## config.mk

```make
export PLATFORM = sky130hd
export DESIGN_NAME = gate_sync_strobe
export DESIGN_NICKNAME = d
export VERILOG_FILES = /design/src/rtl/gate_sync_strobe.sv
export SDC_FILE = /design/constraint.sdc
export NUM_CORES = 1
export LEC_CHECK = 0
export BUFFER_PORTS_ARGS = -buffer_cell sky130_fd_sc_hd__buf_4
export CAP_MARGIN = 20
export CORE_MARGIN = 2
export CORE_UTILIZATION = 56
export CTS_CLUSTER_DIAMETER = 30
export DETAILED_ROUTE_END_ITERATION = 12
export PLACE_DENSITY = 0.79
export SLEW_MARGIN = 20
export SYNTH_ARGS = -nofsm -noshare
export SYNTH_HDL_FRONTEND = slang
export SYNTH_SLANG_ARGS = --single-unit
```

## constraint.sdc

```tcl
create_clock -name CLK -period 3.68 [get_ports CLK]
set_clock_uncertainty 0.1 [all_clocks]
set_input_delay 0.184 -clock CLK [delete_from_list [all_inputs] [get_ports CLK]]
set_output_delay 0.184 -clock CLK [all_outputs]
set_load 0.1 [all_outputs]
```

## src/rtl/gate_sync_strobe.sv

```systemverilog
// Gate-pin front end: synchronises data and gate pins, debounces the gate, and emits a load strobe with captured data.
// Latency: CE rises SYNC_STAGES+DEBOUNCE_CYCLES edges after GATE is first sampled high; O and LEVEL are registered.
// Backpressure: none; CE is a single-cycle strobe and downstream loaders must accept it on the cycle it is high.
module gate_sync_strobe #(
    parameter int WIDTH           = 4,
    parameter int SYNC_STAGES     = 2,
    parameter int DEBOUNCE_CYCLES = 16
) (
    input  logic             CLK,
    input  logic             RESETN,
    input  logic [WIDTH-1:0] I,
    input  logic             GATE,
    output logic [WIDTH-1:0] O,
    output logic             CE,
    output logic             LEVEL
);

    // The counter only has to reach DEBOUNCE_CYCLES-1 before the ARM state is left, so it never wraps.
    localparam int CNT_W = (DEBOUNCE_CYCLES > 1) ? $clog2(DEBOUNCE_CYCLES) : 1;
    localparam logic [CNT_W-1:0] CNT_LAST = CNT_W'(DEBOUNCE_CYCLES - 1);

    typedef enum logic [1:0] {
        ST_LOW    = 2'd0,
        ST_ARM_HI = 2'd1,
        ST_HIGH   = 2'd2,
        ST_ARM_LO = 2'd3
    } state_t;

    logic [WIDTH-1:0]       data_sync [SYNC_STAGES];
    logic [SYNC_STAGES-1:0] gate_sync;
    logic [WIDTH-1:0]       data_s;
    logic                   gate_s;

    state_t                 state;
    logic [CNT_W-1:0]       cnt;

    assign data_s = data_sync[SYNC_STAGES-1];
    assign gate_s = gate_sync[SYNC_STAGES-1];

    // Synchroniser chains for the asynchronous data and gate pins.
    always_ff @(posedge CLK) begin
        if (!RESETN) begin
            gate_sync <= '0;
            for (int k = 0; k < SYNC_STAGES; k++) begin
                data_sync[k] <= '0;
            end
        end else begin
            gate_sync    <= {gate_sync[SYNC_STAGES-2:0], GATE};
            data_sync[0] <= I;
            for (int k = 1; k < SYNC_STAGES; k++) begin
                data_sync[k] <= data_sync[k-1];
            end
        end
    end

    // Debounce FSM with registered level, strobe and captured data word.
    always_ff @(posedge CLK) begin
        if (!RESETN) begin
            state <= ST_LOW;
            cnt   <= '0;
            O     <= '0;
            CE    <= 1'b0;
            LEVEL <= 1'b0;
        end else begin
            CE <= 1'b0;
            case (state)
                ST_LOW: begin
                    if (gate_s) begin
                        state <= ST_ARM_HI;
                        cnt   <= '0;
                    end
                end
                ST_ARM_HI: begin
                    if (!gate_s) begin
                        // Glitch shorter than the debounce window: back to idle, no strobe.
                        state <= ST_LOW;
                    end else if (cnt == CNT_LAST) begin
                        state <= ST_HIGH;
                        LEVEL <= 1'b1;
                        CE    <= 1'b1;
                        O     <= data_s;
                    end else begin
                        cnt <= cnt + CNT_W'(1);
                    end
                end
                ST_HIGH: begin
                    if (!gate_s) begin
                        state <= ST_ARM_LO;
                        cnt   <= '0;
                    end
                end
                ST_ARM_LO: begin
                    if (gate_s) begin
                        // Short release: stay logically high and do not retrigger.
                        state <= ST_HIGH;
                    end else if (cnt == CNT_LAST) begin
                        state <= ST_LOW;
                        LEVEL <= 1'b0;
                    end else begin
                        cnt <= cnt + CNT_W'(1);
                    end
                end
                default: begin
                    state <= ST_LOW;
                    LEVEL <= 1'b0;
                end
            endcase
        end
    end

endmodule

```

After elaboration in Yosys (flattened, before gate mapping):

Memory sizes are Yosys's and may differ from the RTL's. A register that Yosys moved wholly into a read port is not among the register bits.
Cells that the tools add are included.
W data, S select, Z words.

* equality and inequality tests: 12
* muxes and demuxes: 23
* bitwise gates (word level): 2
* add/sub/neg operators: 1
* reduce and logical (&&, ||, !) cells: 8

Operator list (count)
* $mux W4: 7
* $pmux W4 S4: 1
* $mux W2: 6
* $ne A2 B2 Y1 const B: 6
* $pmux W2 S4: 1
* $reduce_and A4 Y1: 2
* $mux W1: 7
* $ne A3 B3 Y1 const B: 2
* $reduce_and A3 Y1: 2
* $reduce_and A5 Y1: 1
* $add A4 B1 Y4 const B: 1
* $eq A2 B2 Y1 const B: 2
* $eq A4 B4 Y1 const B: 1
* $eq A2 B1 Y1 const B: 1
* $logic_not A2 Y1: 1
* $or A1 B1 Y1: 2
* $pmux W1 S2: 1
* $reduce_bool A2 Y1: 1
* $logic_not A1 Y1: 1

* output and inout port bits: 6
* input bits: 7
* word-level logic and storage cells: 52
* memories: 1
* memory bits (writable): 8
* flip-flop bits (word level): 10

Memories
* data_sync: words 2, width 4, read ports 2, clocked after Yosys merged registers in 1, write ports 2, RTL line 29 `logic [WIDTH-1:0] data_sync [SYNC_STAGES];`

Depth between registers and ports, before layout:

Gate-level depths: netlist of the first run.

* depth after elaboration: 4
* mapped depth: 4

Least setup slack after synthesis of the first run:

OpenSTA, ideal clock, no wires.

* path type: register to register
* start: register LEVEL (netlist name)
* end: register LEVEL
* required time: 3.521 ns
* clock period less this slack: 1.466 ns
* path buffers: 0
* path slack: 2.214 ns
* data arrival time: 1.306 ns
* cell stages (with the launch flop): 3
* path through: dfxtp_1 -> a21boi_0 -> o31a_1

RTL lines
* end signal: assignment: RTL line 63 `LEVEL <= 1'b0;`
* end signal: assignment: RTL line 79 `LEVEL <= 1'b1;`
* end signal: assignment: RTL line 98 `LEVEL <= 1'b0;`
* end: declaration: RTL line 15 `output logic LEVEL`

Final worst setup path of the first run:

* start: register cnt[0]
* end: register O[0], read port of data_sync

* word-level cells in the longest chain between the ends: 2

Ends and longest elaborated chain
* start: declaration: RTL line 35 `logic [CNT_W-1:0] cnt;`
* start signal: assignment: RTL line 83 `cnt <= cnt + CNT_W'(1);`
* start signal: assignment: RTL line 100 `cnt <= cnt + CNT_W'(1);`
* $eq A4 B4 Y1: RTL line 77 `end else if (cnt == CNT_LAST) begin`
* $reduce_and A3 Y1 (no source line)
* end: declaration: RTL line 13 `output logic [WIDTH-1:0] O,`

No other way between the ends.
A chain may end at the register's enable or synchronous reset.

==> results of run 1 <==
worst min-delay path by stage:
stage,startpoint,to,cells after the start
final,RESETN,LEVEL,2
after global placement,GATE,gate_sync[0],2
after floorplan,I[0],data_sync[0][0],1
after global routing,RESETN,LEVEL,2
after detailed placement,I[1],data_sync[0][1],2
after CTS,RESETN,LEVEL,2
cells in the final DEF (no fill, tap or decap), drive strengths merged, types with 2 or more instances in the layout:
cell,instances
a211oi,2
a21oi,2
and2,11
buf,12
clkbuf,3
dfxtp,22
dlygate4sd3,5
inv,2
mux2i,5
nand2,15
nand4,2
nor3,2
power by group through the flow:
stage                     clock, mW  combinational (mW)  sequential [mW]
final                         0.182              0.0197            0.246
after global routing          0.194              0.0218            0.246
after CTS                     0.185              0.0197            0.246
after detailed placement          0              0.0155            0.251
after global placement            0              0.0149            0.251
after floorplan                   0             0.00905            0.251
logic make-up after synthesis:
family	share of synthesized area, %
compound gates	7.52
flops	54.0
fa+ha+maj	1.53
mux	6.14
simple gates	25.5
buf+inv	3.22
xor+xnor	2.15
cell usage after synthesis (all sizes together):
master   n  area, um^2
dfxtp   22         440
nand2   15        56.3
and2    11        68.8
mux2i    5        50.1
a211oi   2        15.0
a21oi    2        10.0
clkbuf   2        7.51
inv      2        7.51
nand4    2        27.5
nor3     2        21.3
a21boi   1        7.51
a31oi    1        6.26
a41oi    1        8.76
and4     1        10.0
buf      1        11.3
ha       1        12.5
nand3    1        5.00
nand4b   1        8.76
nor2     1        3.75
nor4     1        6.26
o21ai    1        5.00
o31a     1        8.76
xnor2    1        8.76
xor2     1        8.76
metrics by stage:
stage | area (um^2) | instances
floorplan | 816 | 79
global placement | 906 | 103
detailed placement | 906 | 103
CTS | 1010 | 112
global route | 1010 | 112
finish | 1010 | 112
flip-flops by register name (all words and copies together), names as in the netlist, named ones only:
signal     count
data_sync      8
O              4
cnt            4
gate_sync      2
CE             1
LEVEL          1
state          1
worst register-to-register path, cell delays in order, from the launching register on:
cell and delay (ps):
dfxtp_1 430, ha_1 280, nand4_4 160, nor3_4 300, mux2i_1 250
metal layers:
metal / vias to the layer above / part of all wire, % / global-route usage [%]
met5: - / 0 / 0
met2: 12 / 54 / 30.8
met4: 0 / 0 / 1.88
met3: 0 / 4.6 / 6.90
met1: 275 / 42 / 15.9
li1: 303 / - / -
area by class of cell:
cell class,instances,area share (%)
inverter,2,0.744
clock buffer,3,2.23
clock inverter,1,2.98
timing repair buffer,17,13.9
multi-input combinational,52,34.6
sequential,22,43.7
tap,15,1.86
==> flow_summary.json, run 1 <==
{
  "worst-r2r-cell-count": 4,
  "cp.depth": 4,
  "fp.coreArea_um2": 1330,
  "r2r_start": "cnt[0]",
  "synth_area_per_cell_um2": 10.3,
  "synth_seq_area_share_pct": 54.0,
  "leftover_overflow_at_the_end_of_global_routing": 0,
  "crit_end": "O[0]",
  "netlist-cell-type-count": 26,
  "clkSinkCount": 22,
  "endpoint_kind": "flip-flop",
  "final_net_count": 106,
  "groute.usage.overall_pct": 15.9,
  "drt_first_iter_violations": 9,
  "synth_cells": 79,
  "cts_tree": "built",
  "critical_path.max_stage_delay_ps": 430,
  "syn_area_um2": 816,
  "route.detailed.drc": 0,
  "synth.ff_latch_count": 22,
  "grt_pass1_vias": 533,
  "switching_fraction_of_total_power_pct": 18.4,
  "power.density_cell_area_nw_per_um2": 443,
  "syn-num-nets": 87,
  "top_level_ports": 13,
  "maximum_number_of_pins_on_one_net_before_global_route_repair": 23,
  "die_height_um": 42.2,
  "rsz0062_at_grt": "no",
  "reg2reg_setup_slack_ps": 2100,
  "drive_gt1_share_pct": 19.6,
  "critical_path.cell_chain": "ha_1 -> nand4_4 -> nor3_4 -> mux2i_1",
  "tns_ps": 0,
  "yosysWarningCount": 0,
  "fmaxAchievable_mhz": 631,
  "cellLeakagePower_nw": 0.402,
  "final.hold.worst_slack_ps": 104,
  "outcome": "complete, no violations",
  "hold_buffers": 5,
  "internal_power_uw": 365,
  "route.detailed.vias_per_inst": 5.27,
  "cpMaxStageDelayCell": "dfxtp_1",
  "max-clock-path-buffers": 2,
  "htree_levels": 1,
  "timing.max_cap.violations": 0,
  "clk_transition_reported_paths_ps": 120,
  "detailroute.via_count": 590,
  "critical_path.max_fanout": 6,
  "final_util_pct": 75.6,
  "min_period_ps": 1580,
  "max_slew.worst_pin.slew_ps": 341,
  "detailed_place_hpwl_um": 902,
  "sequential_fraction_of_design_power_pct": 55.0,
  "power.switching_uw": 82.0,
  "worstSkewPairLatency_ps": 300,
  "register_area_um2": 440,
  "critical_path.top_delay_family": "simple AND/OR/NAND/NOR gates",
  "slew_violations": 0,
  "critPathArrivalTime_ps": 1720,
  "post-cts-setup-buffer-count": 0,
  "critical_path.startpoint_type": "flip-flop",
  "combPwrFrac_pct": 4.4,
  "post_cts_resized": 0,
  "fillCellCount": 89,
  "multi_input_gate_area_in_the_final_layout_um2": 349,
  "floorplan.rows": 13,
  "clockRootBuffer": "clkbuf_4",
  "io_buffer_count": 12,
  "worst_slack_ps": 2100,
  "die-width_um": 42.2,
  "worst_ep_required_time_ps": 3810,
  "number_of_antenna_violations_at_the_first_check_in_global_routing": 0,
  "syn_to_layout_area_delta_pct": 23.6,
  "cts_buffers": 3,
  "effective_utilization_at_floorplan_pct": 61.2,
  "antenna_cells_inserted": 0,
  "critPathKind": "flip-flop to flip-flop",
  "max-vdd-ir-drop_v": 0.000362,
  "route.detailed.wl_per_inst_um": 12.1,
  "gp_congestion": 0.797,
  "wire_length_of_the_first_global_routing_pass_um": 2150,
  "setup_violations": 0,
  "regToRegEndpoint": "O[0]",
  "detail_route.first_pass.iterations": 4,
  "startpoint_of_the_worst_setup_timing_path": "cnt[0]",
  "hold_viol": 0,
  "timing.max_slew.rel_slack_pct": 77.2,
  "die_area_um2": 1780,
  "final_antenna_net_count": 0,
  "clockPowerShare_pct": 40.6,
  "layout_worst_path_cycle_share_pct": 43.0,
  "crit_buf_inv": 0,
  "report.power.total_uw": 447,
  "preCtsSetupSlack_ps": 2100,
  "routed_wirelength_um": 1350,
  "timing.hold.worst.class": "input port to flip-flop"
}
(Power assumes the default switching activity.)
==> inputs of run 2 (changes only) <==
--- a/config.mk
+++ b/config.mk
@@ -8,10 +8,10 @@
 export BUFFER_PORTS_ARGS = -buffer_cell sky130_fd_sc_hd__buf_4
 export CAP_MARGIN = 20
 export CORE_MARGIN = 2
-export CORE_UTILIZATION = 56
+export CORE_UTILIZATION = 52
 export CTS_CLUSTER_DIAMETER = 30
 export DETAILED_ROUTE_END_ITERATION = 12
-export PLACE_DENSITY = 0.79
+export PLACE_DENSITY = 0.74
 export SLEW_MARGIN = 20
 export SYNTH_ARGS = -nofsm -noshare
 export SYNTH_HDL_FRONTEND = slang
==> constraint.sdc (replaced) <==
create_clock -name CLK -period 1.5 [get_ports CLK]
set_clock_uncertainty 0.1 [all_clocks]
set_input_delay 0.075 -clock CLK [delete_from_list [all_inputs] [get_ports CLK]]
set_output_delay 0.075 -clock CLK [all_outputs]
set_load 0.1 [all_outputs]
==> run 2 against run 1 <==
Clock-buffer cell count unchanged. Sequential power increased by 150%. Via count fell by 0.85%. Wire length shrank 4.3%. Register-to-register slack worse by 2000 ps. Clock power is 34% higher. Final cell count increased by 1.8%. Power increased by 100%. First-iteration DRC count grew 78%. Largest power group unchanged.
==> flow_summary.json, run 2 (same netlist as run 1, synthesis figures left out) <==
{
  "cts_tree": "built",
  "report.power.total_uw": 894,
  "final_util_pct": 67.8,
  "timing.max_slew.rel_slack_pct": 78.9,
  "critical_path.startpoint_type": "flip-flop",
  "syn_to_layout_area_delta_pct": 23.8,
  "final_antenna_net_count": 0,
  "cellLeakagePower_nw": 0.396,
  "stdcell_area_um2": 1010,
  "cpMaxStageDelayCell": "dfxtp_2",
  "hold-path-endpoint": "LEVEL",
  "final_cell_mix": "dfxtp_1, nand2_1, buf_4, and2_1",
  "detail_route.first_pass.iterations": 4,
  "die_area_um2": 1900,
  "worst-r2r-cell-count": 4,
  "place.detailed.instances": 106,
  "route.detailed.wl_per_inst_um": 11.3,
  "combPwrFrac_pct": 5.4,
  "critPathKind": "flip-flop to flip-flop",
  "routed_wirelength_um": 1290,
  "reg2reg_setup_slack_ps": 120,
  "fp.coreArea_um2": 1490,
  "drt_first_iter_violations": 16,
  "worstSkewPairLatency_ps": 290,
  "critical_path.cell_chain": "ha_4 -> nand4_4 -> nor3_4 -> mux2i_1",
  "critical_path.top_delay_family": "simple AND/OR/NAND/NOR gates",
  "r2r_start": "cnt[1]",
  "max_slew.worst_pin.slew_ps": 315,
  "wire_length_of_the_first_global_routing_pass_um": 2200,
  "endpoint_kind": "flip-flop",
  "critical_path.max_stage_delay_ps": 380,
  "die_height_um": 43.6,
  "htree_levels": 1,
  "io_buffer_count": 12,
  "fmaxAchievable_mhz": 725,
  "timing.hold.worst.class": "input port to flip-flop",
  "layout_worst_path_cycle_share_pct": 91.9,
  "drive_gt1_share_pct": 23.5,
  "hold_path.startpoint": "RESETN",
  "setup_violations": 0,
  "critPathArrivalTime_ps": 1510,
  "leftover_overflow_at_the_end_of_global_routing": 0,
  "final_common_cell": "dfxtp_1",
  "worst_ep_required_time_ps": 1630,
  "number_of_antenna_violations_at_the_first_check_in_global_routing": 0,
  "min_period_ps": 1380,
  "power.density_cell_area_nw_per_um2": 886,
  "floorplan.rows": 14,
  "effective_utilization_at_floorplan_pct": 54.8,
  "preCtsSetupSlack_ps": 48.1,
  "max-clock-path-buffers": 2,
  "timing.max_cap.violations": 0,
  "detailed_place_hpwl_um": 915,
  "post_layout_nonfiller_instances": 114,
  "maximum_number_of_pins_on_one_net_before_global_route_repair": 23,
  "route.detailed.vias_per_inst": 5.13,
  "post_dp_cell_area_um2": 922,
  "tns_ps": 0,
  "cts_buffers": 3,
  "worst_slack_ps": 121,
  "rsz0062_at_grt": "no",
  "max_reg_flops": 8,
  "clockRootBuffer": "clkbuf_4",
  "gp_congestion": 0.703,
  "final_net_count": 108,
  "slew_violations": 0,
  "grt_pass1_vias": 536,
  "groute.usage.overall_pct": 15.4,
  "crit_buf_inv": 0,
  "reg.largest.list": "data_sync: 8 flops, O: 4 flops, cnt: 4 flops",
  "detailroute.via_count": 585,
  "regMostFlops": "data_sync",
  "critical_path.max_fanout": 5,
  "antenna_cells_inserted": 0,
  "clk_transition_reported_paths_ps": 110,
  "route.detailed.drc": 0,
  "top_level_ports": 13,
  "outcome": "complete, no violations",
  "clkSinkCount": 22,
  "power.switching_uw": 176,
  "internal_power_uw": 718,
  "sequential_fraction_of_design_power_pct": 67.4,
  "hold_path_depth": 2,
  "regToRegEndpoint": "O[1]",
  "max-vdd-ir-drop_v": 0.000567,
  "switching_fraction_of_total_power_pct": 19.6,
  "final.hold.worst_slack_ps": 17.9,
  "clockPowerShare_pct": 27.2,
  "hold_viol": 0,
  "die-width_um": 43.6
}
==> run 2: cell types whose count changed in the layout (fill, tap and decap cells not counted), sizes merged <==
cell    change
buf         +2
bufinv      -1
==> run 2: area by class of cell <==
class / instances / area (um^2)
Multi-Input combinational cell: 52 / 362
Sequential cell: 22 / 443
Timing Repair Buffer: 19 / 155
Tap cell: 16 / 20.0
Clock buffer: 3 / 22.5
Inverter: 2 / 7.51
Fill cell: 116 / 479
==> run 2: per-layer routing <==
metal	vias up	wire length [um]	track usage, %	share of wire (%)
met4	0	0	3.64	0
met2	19	599	23.5	46
met3	0	79	6.25	6.1
met5	-	0	0	0
met1	258	614	20.6	47
li1	308	-	-	-
==> run 2: power by group through the flow <==
stage	sequential, mW	clock [mW]	combinational, mW
floorplan	0.615	0	0.0222
global placement	0.615	0	0.0375
detailed placement	0.616	0	0.0384
CTS	0.603	0.257	0.0486
global route	0.604	0.271	0.0541
finish	0.603	0.243	0.0482
==> run 2: what timing repair did <==
action,CTS,global route
endpoints found under the hold margin,5,0
setup buffers,0,0
hold buffers,5,0
setup endpoints to repair,0,7
resized for setup,0,4
==> run 2: worst register-to-register path, cell delays in order (launching register included) <==
cell	delay [ps]
dfxtp_2	380
ha_4	170
nand4_4	130
nor3_4	330
mux2i_1	220
==> run 2: how the worst max path moves through the flow <==
stage / from / endpoint / slack [ps] / cells after the start
global route: cnt[1] / O[0] / 20 / 4
detailed placement: cnt[1] / O[1] / 50 / 4
CTS: cnt[1] / O[1] / 30 / 4
global placement: cnt[1] / O[3] / 100 / 4
finish: cnt[1] / O[1] / 120 / 4
floorplan: LEVEL / LEVEL / 30 / 2
==> inputs of run 3 (changes only) <==
--- a/config.mk
+++ b/config.mk
@@ -7,11 +7,12 @@
 export LEC_CHECK = 0
 export BUFFER_PORTS_ARGS = -buffer_cell sky130_fd_sc_hd__buf_4
 export CAP_MARGIN = 20
+export CORE_ASPECT_RATIO = 0.8
 export CORE_MARGIN = 2
-export CORE_UTILIZATION = 52
+export CORE_UTILIZATION = 45
 export CTS_CLUSTER_DIAMETER = 30
 export DETAILED_ROUTE_END_ITERATION = 12
-export PLACE_DENSITY = 0.74
+export PLACE_DENSITY = 0.66
 export SLEW_MARGIN = 20
 export SYNTH_ARGS = -nofsm -noshare
 export SYNTH_HDL_FRONTEND = slang
==> constraint.sdc (replaced) <==
create_clock -name CLK -period 1.6 [get_ports CLK]
set_clock_uncertainty 0.1 [all_clocks]
set_input_delay 0.08 -clock CLK [delete_from_list [all_inputs] [get_ports CLK]]
set_output_delay 0.08 -clock CLK [all_outputs]
set_load 0.1 [all_outputs]
==> run 3 against run 2 <==
Setup slack got worse by 3.8 ps. Power up 15%. Critical path depth is the same. Sequential share of layout area decreased by 0.54 points. Utilization shrank 6.2 points. First-iteration DRC count fell by 31%. Clock-buffer cell count did not move. Final area up 1.2%. Flip-flop and latch count unchanged. Combinational power shrank 7.1%. Largest power group unchanged.
==> flow_summary.json, run 3 (same netlist as run 1, synthesis figures left out) <==
{
  "htree_levels": 1,
  "max-clock-path-buffers": 2,
  "slew_violations": 0,
  "endpoint_kind": "flip-flop",
  "critical_path.max_fanout": 6,
  "cpMaxStageDelayCell": "dfxtp_2",
  "final_common_cell": "dfxtp_1",
  "number_of_antenna_violations_at_the_first_check_in_global_routing": 0,
  "cellLeakagePower_nw": 0.400,
  "critPathKind": "flip-flop to flip-flop",
  "setup_violations": 0,
  "max_reg_flops": 8,
  "effective_utilization_at_floorplan_pct": 49.2,
  "critical_path.startpoint_type": "flip-flop",
  "timing.max_cap.violations": 0,
  "cts_buffers": 3,
  "detailed_place_hpwl_um": 853,
  "power.density_cell_area_nw_per_um2": 1000,
  "regMostFlops": "data_sync",
  "critPathArrivalTime_ps": 1620,
  "leftover_overflow_at_the_end_of_global_routing": 0,
  "rsz0062_at_grt": "no",
  "syn_to_layout_area_delta_pct": 25.3,
  "antenna_cells_inserted": 0,
  "detailroute.via_count": 569,
  "cts_tree": "built",
  "final_net_count": 106,
  "drive_gt1_share_pct": 22.7,
  "post-cts-setup-buffer-count": 0,
  "routed_wirelength_um": 1250,
  "max-vdd-ir-drop_v": 0.000750,
  "wire_length_of_the_first_global_routing_pass_um": 2170,
  "report.power.total_mw": 1.03,
  "hold_viol": 0,
  "route.detailed.wl_per_inst_um": 10.5,
  "die_area_um2": 2170,
  "critical_path.top_delay_family": "simple AND/OR/NAND/NOR gates",
  "floorplan.rows": 13,
  "clockRootBuffer": "clkbuf_4",
  "min_period_ps": 1480,
  "die_height_um": 42.1,
  "detail_route.first_pass.iterations": 4,
  "fillCellCount": 159,
  "max_slew.worst_pin.slew_ps": 336,
  "die-width_um": 51.6,
  "groute.usage.overall_pct": 13.2,
  "grt_pass1_vias": 502,
  "reg.largest.list": "data_sync: 8 flops, O: 4 flops, cnt: 4 flops",
  "worstSkewPairLatency_ps": 300,
  "final_antenna_net_count": 0,
  "fp.coreArea_um2": 1660,
  "io_buffer_count": 12,
  "clkSinkCount": 22,
  "gp_congestion": 0.810,
  "critical_path.max_stage_delay_ps": 390,
  "route.detailed.drc": 0,
  "tns_ps": 0,
  "fmaxAchievable_mhz": 674,
  "maximum_number_of_pins_on_one_net_before_global_route_repair": 23,
  "top_level_ports": 13,
  "route.detailed.vias_per_inst": 4.78,
  "crit_buf_inv": 0,
  "worst_ep_required_time_ps": 1730,
  "final_cell_mix": "dfxtp_1, nand2_1, buf_4, and2_1",
  "timing.hold.worst.class": "input port to flip-flop",
  "outcome": "complete, no violations",
  "layout_worst_path_cycle_share_pct": 92.7,
  "critical_path.cell_chain": "ha_2 -> nand4_4 -> nor3_4 -> mux2i_1",
  "clk_transition_reported_paths_ps": 110,
  "drt_first_iter_violations": 11,
  "timing.max_slew.rel_slack_pct": 77.6
}
[run 3: changes by cell type in the layout (fill, tap and decap cells not counted), sizes merged]
cell,delta
buf,-2
bufinv,+1
[run 3: routing by layer]
layer	global-route usage [%]	part of all wire [%]	vias to the layer above	wire [um]
met5	0	0	-	0
met2	19.2	41	20	508
met3	5.36	7.6	0	95
li1	-	-	307	-
met1	18.8	52	242	647
met4	1.58	0	0	0
[run 3: what timing repair did]
item	CTS	global route
resized for setup	0	3
hold buffers	5	0
setup endpoints to repair	0	4
endpoints found under the hold margin	5	0
[run 3: power breakdown]
group	leakage (nW)	internal, mW	switching (mW)
logic	0.192	0.0260	0.0188
clock network	0.0279	0.253	0.162
registers	0.180	0.560	0.00514
total	0.400	0.839	0.186
[run 3: area by class of cell]
type                       count  area [um^2]  area share [%]
clock buffer                   3         22.5            2.20
tap                           22         27.5            2.69
inverter                       2         7.51           0.734
timing repair buffer          17          140            13.7
clock inverter                 1         30.0            2.94
sequential                    22          443            43.3
multi-input combinational     52          352            34.4
[run 3: worst paths after layout]
| path | slack (ps) | cells after the start | from | to |
|---|---|---|---|---|
| worst max-delay path | 120 | 4 | cnt[0] | O[3] |
| worst min-delay path | 10 | 2 | RESETN | LEVEL |
| worst max register to register | 120 | 4 | cnt[0] | O[3] |
| worst min register to register | 350 | 1 | data_sync[0][2] | data_sync[1][2] |
[run 3: per-stage QoR]
step / instances / worst slack, ps / hold WS [ps] / utilization [%] / cell area, um^2
6_report: 119 / 117 / 12.6 / 61.6 / 1020
4_1_cts: 119 / 53.8 / 4.31 / 61.3 / 1020
3_3_place_gp: 110 / 147 / 188 / 55.1 / 915
3_5_place_dp: 110 / 87.5 / 193 / 55.1 / 915
2_1_floorplan: 79 / 134 / 107 / - / 816
5_1_grt: 119 / 19.6 / 9.19 / 61.6 / 1020
